## src/rtl/counter_ctrl.sv

```systemverilog
// Run/pause/stop controller around an N-bit up-counter that stops at a
// terminal count latched when a run begins, with a one-cycle done pulse.
module counter_ctrl #(
  parameter int unsigned N = 4
) (
  input  logic         clk,
  input  logic         rst,
  input  logic         start,
  input  logic         stop,
  input  logic         pause,
  input  logic [N-1:0] limit,
  output logic [N-1:0] count,
  output logic [1:0]   msbs,
  output logic         busy,
  output logic         done,
  output logic [1:0]   state
);

  typedef enum logic [1:0] {
    IDLE  = 2'b00,
    RUN   = 2'b01,
    PAUSE = 2'b10,
    DONE  = 2'b11
  } state_t;

  state_t       state_q, state_d;
  logic [N-1:0] count_q, count_d;
  logic [N-1:0] lim_q,   lim_d;
  logic         done_q,  done_d;

  // NOTE: registers update with non-blocking assignments so every flop samples
  // the pre-edge value of every other flop, independent of statement order.
  always_ff @(posedge clk or negedge rst) begin
    if (!rst) begin
      state_q <= IDLE;
      count_q <= '0;
      lim_q   <= '0;
      done_q  <= 1'b0;
    end else begin
      state_q <= state_d;
      count_q <= count_d;
      lim_q   <= lim_d;
      done_q  <= done_d;
    end
  end

  // NOTE: every output of this block gets a default first, so no path through
  // the case statement can leave a variable unassigned and infer a latch.
  always_comb begin
    state_d = state_q;
    count_d = count_q;
    lim_d   = lim_q;
    done_d  = 1'b0;

    unique case (state_q)
      IDLE: begin
        count_d = '0;
        if (start && !stop) begin
          state_d = RUN;
          lim_d   = limit;
        end
      end

      // Priority inside a run: stop, then pause, then terminal count.
      RUN: begin
        if (stop) begin
          state_d = IDLE;
          count_d = '0;
        end else if (pause) begin
          state_d = PAUSE;
        end else if (count_q == lim_q) begin
          state_d = DONE;
          done_d  = 1'b1;
        end else begin
          count_d = count_q + N'(1);
        end
      end

      PAUSE: begin
        if (stop) begin
          state_d = IDLE;
          count_d = '0;
        end else if (start) begin
          state_d = RUN;
        end
      end

      DONE: begin
        if (stop) begin
          state_d = IDLE;
          count_d = '0;
        end else if (start) begin
          state_d = RUN;
          count_d = '0;
          lim_d   = limit;
        end
      end

      default: state_d = IDLE;
    endcase
  end

  assign count = count_q;
  assign msbs  = count_q[N-1:N-2];
  assign busy  = (state_q == RUN) || (state_q == PAUSE);
  assign done  = done_q;
  assign state = state_q;

endmodule
```

## config.mk

```make
export PLATFORM = sky130hd
export DESIGN_NAME = counter_ctrl
export DESIGN_NICKNAME = d
export VERILOG_FILES = /design/src/rtl/counter_ctrl.sv
export SDC_FILE = /design/constraint.sdc
export NUM_CORES = 1
export LEC_CHECK = 0
export ABC_AREA = 1
export CORE_ASPECT_RATIO = 1.25
export CORE_MARGIN = 5
export CORE_UTILIZATION = 42
export CTS_CLUSTER_DIAMETER = 50
export DETAILED_ROUTE_END_ITERATION = 16
export PLACE_DENSITY = 0.74
export SLEW_MARGIN = 20
export SYNTH_ARGS = -nofsm -noshare
export SYNTH_HDL_FRONTEND = slang
export SYNTH_SLANG_ARGS = --single-unit
```

## constraint.sdc

```tcl
create_clock -name clk -period 1.25 [get_ports clk]
set_input_delay 0.25 -clock clk [delete_from_list [all_inputs] [get_ports clk]]
set_output_delay 0.25 -clock clk [all_outputs]
set_load 0.005 [all_outputs]
```

==> metrics.csv <==
stage;metric;value;unit
pwr;Gate power share;0.595;
routing;Via-to-Cell Ratio;4.833;
placed_design;placed cells;138;
floorplanning;die area;2635;um^2
clock_tree;Clock Path Buffers;2;
global_routing;GRT Overall Usage;0.1573;
pwr;Net Sw Power;741.0;uW
clock_tree;Clock Latency Late Sink;0.27;ns
timing;Slew HR;0.8581;
clock_tree;total number of H-tree levels;1;
global_routing;initial antenna violation count;0;
final_layout;P&R area growth vs syn;57.69;%
floorplanning;Initial Util;0.4469;
global_routing;pin count of the biggest net entering global routing;12;
timing;Setup TNS;-0.8524;ns
yosys;FF+latch count, synth;11;
routing;Starting DRT DRC Count;9;
placed_design;GP Congestion;0.7479;
placed_design;Placed Area;992.2;um^2
yosys;area leader, netlist;dfrtp_1;
hold_path;Hold WC Path Type;input pin to async pin;
floorplanning;Cell Rows;16;
placed_design;I/O Buffers;18;
global_routing;global-route wire length before repair;3.070;mm
yosys;sequential area share after synthesis;0.3846;
timing;final count of pins violating max slew;0;
timing;Max Fclk;708.0;MHz
worst_setup_path;CP Capture Type;output pin;
worst_setup_path;crit path launch;state[0];
yosys;Yosys cell types;19;
pwr;power per cell area;1688;nW/um^2
final_layout;final instance area;1129;um^2
yosys;Avg Cell Area, Syn;7.696;um^2
routing;Routed Antenna Nets;0;
clock_tree;# hold bufs at CTS;0;
worst_setup_path;CP Capture Point;busy;
timing;endpoints failing hold;0;
worst_setup_path;Crit Path Max Fanout;2;
final_layout;proportion of layout cells with a drive suffix above 1;0.3864;
yosys;synth top area cells;dfrtp_1 38%, nand2_1 13%, ha_1 8.7%, inv_1 7.3%, nor2_1 4.7%;
pwr;Net Sw Frac;0.3891;
flow_run;maxcap violations;0;
global_routing;number of global-route vias before repair;741;
timing;Final setup viols;8;
clock_tree;clock-pin slew on the worst setup and hold paths;0.07;ns
clock_tree;total clock sinks;11;
pwr;part of the power in registers;0.275;
final_layout;Finished Layout Cells;150;
timing;Clock Skew;0.002678;ns
worst_setup_path;FF-to-FF path depth;9;
pwr;P_int;1.164;mW
timing;Final Critical Period;1.412;ns
worst_setup_path;FF-to-FF setup slack;-0.13;ns
timing;final worst-path cycle share;1.130;
clock_tree;TritonCTS clock tree;done;
routing;DR WL/cell;11.21;um
routing;Vias;725;
yosys;Yosys top cell area share;0.3846;
final_layout;fin nets;147;
worst_setup_path;r2r endpoint;count[1];
final_layout;Antenna Cells;0;
timing;RSZ-0062 raised after global routing;yes;
routing;remaining routing DRC violations;0;
timing;Final WS setup;-0.1623;ns
status;outcome;finished, violations left;
yosys;cells after synthesis;93;
floorplanning;height of the die;56.15;um
clock_tree;root buf cell;clkbuf_4;
worst_setup_path;required time worst endpoint;1.00;ns
worst_setup_path;r2r startpoint;state[0];
floorplanning;Ports;19;
routing;DRT Pass-1 Iters;4;
global_routing;GR Overflow Total;0;
floorplanning;core box area;1602;um^2
clock_tree;cts bufs inserted;3;
worst_setup_path;CP Launch Type;flip-flop;
status;failing checks;setup timing;
yosys;Yosys Warn Count;0;
worst_setup_path;critical path class;flip-flop to output pin;
floorplanning;die width;46.92;um
pwr;worst vdd ir;1.202;mV
routing;Detailed Route WL;1.682;mm
timing;Worst-Margin Slew;0.2123;ns
yosys;Post-Syn Area;715.7;um^2
placed_design;dpl hpwl;1.266;mm
pwr;leak pwr;0.6048;nW
yosys;syn_nets;107;
worst_setup_path;CP Data Arrival Time;1.16;ns
pwr;Clock power frac;0.131;
power by group through the flow:
| stage | Sequential [mW] | Combinational, mW | Clock [mW] |
|---|---|---|---|
| 2_1_floorplan | 0.555 | 0.492 | 0 |
| 3_3_place_gp | 0.547 | 0.894 | 0 |
| 3_5_place_dp | 0.554 | 0.914 | 0 |
| 4_1_cts | 0.524 | 1.13 | 0.254 |
| 5_1_grt | 0.536 | 1.27 | 0.279 |
| 6_report | 0.523 | 1.13 | 0.249 |
Yosys cell counts, drive strengths merged:
cell type / n
a21oi: 6
buf: 2
clkinv: 1
dfrtp: 11
ha: 5
inv: 15
nand2: 29
nand3: 5
nor2: 11
nor3: 1
o211ai: 1
o21ai: 4
o21bai: 1
xnor2: 1
worst min path at each step:
stage	startpoint	endpoint	slack, ns	cells past startpoint
floorplan	rst	count[0]	-0.05	0
global placement	lim_q[1]	lim_q[1]	0.52	2
detailed placement	lim_q[3]	lim_q[3]	0.53	2
CTS	rst	lim_q[2]	0.28	2
global route	rst	lim_q[2]	0.28	2
finish	rst	lim_q[3]	0.27	2
cell usage in the layout (no fill, tap or decap):
cell type / Yosys / routed
nand2_1: 24 / 20
buf_4: 2 / 14
inv_1: 14 / 13
dfrtp_1: 11 / 9
clkdlybuf4s50_1: 0 / 8
nor2_1: 9 / 7
nand2_2: 2 / 6
dlygate4sd2_1: 0 / 6
buf_6: 0 / 6
a21oi_1: 6 / 5
nand3_1: 5 / 5
nor2_2: 2 / 4
nand2_4: 3 / 3
ha_1: 5 / 3
clkbuf_4: 0 / 3
o21ai_1: 2 / 2
ha_4: 0 / 2
dfrtp_2: 0 / 2
clkbuf_2: 0 / 2
inv_4: 0 / 1
inv_2: 1 / 1
nor3_2: 0 / 1
o211ai_2: 1 / 1
clkinv_2: 0 / 1
o21ai_2: 0 / 1
o21bai_4: 1 / 1
o21ai_0: 2 / 1
a21oi_2: 0 / 1
xnor2_1: 1 / 1
clkbuf_1: 0 / 1
buf_2: 0 / 1
final cells by class:
type	count	area [um^2]
clock buffer	4	26.28
fill	139	473.0
inverter	16	63.81
multi-input combinational	64	417.9
sequential	11	277.8
tap	18	22.52
timing repair buffer	37	320.3
worst max-delay path: stages (launching register included):
cell and delay, ns:
dfrtp_1 0.39, buf_6 0.12, inv_4 0.05, ha_1 0.21, buf_2 0.12
kinds of logic (layout without fill, tap and decap cells):
| group | count (synthesis) | count (layout) | share of synthesized area |
|---|---|---|---|
| buffers and inverters | 18 | 57 | 0.1049 |
| DFF | 11 | 11 | 0.3846 |
| and+or+nand+nor | 46 | 46 | 0.2972 |
| AOI/OAI and AO/OA | 12 | 12 | 0.1136 |
| adders and majority gates | 5 | 5 | 0.08741 |
| xor gates and xnor gates | 1 | 1 | 0.01224 |
registers in the layout, summed over array words and instances (netlist names):
signal / cells
count: 4
done: 1
state: 2
lim_q: 4
repair_timing:
item / CTS / global route
pin swaps: 6 / 4
gates resized for setup: 34 / 8
buffers inserted: 9 / 0
hold endpoints to repair: 0 / 0
endpoints found under the setup margin: 20 / 14
per-stage QoR:
step	util	hold WS, ns	setup WS [ns]	power (mW)
global placement	0.6195	0.5233	-0.1431	1.441
global route	0.7047	0.2839	-0.2285	2.090
floorplan	-	-0.04559	0.01113	1.046
detailed placement	0.6195	0.5264	-0.1669	1.468
finish	0.7047	0.2710	-0.1623	1.905
CTS	0.7000	0.2756	-0.1696	1.907
per-layer routing:
layer,routed length (um),part of all wire,GRT usage
met1,695,0.41,0.1944
met2,866,0.51,0.2485
met3,100,0.059,0.03883
met4,19,0.011,0.06719
met5,0,0,0
No activity file was read; power rests on OpenSTA's default activity.
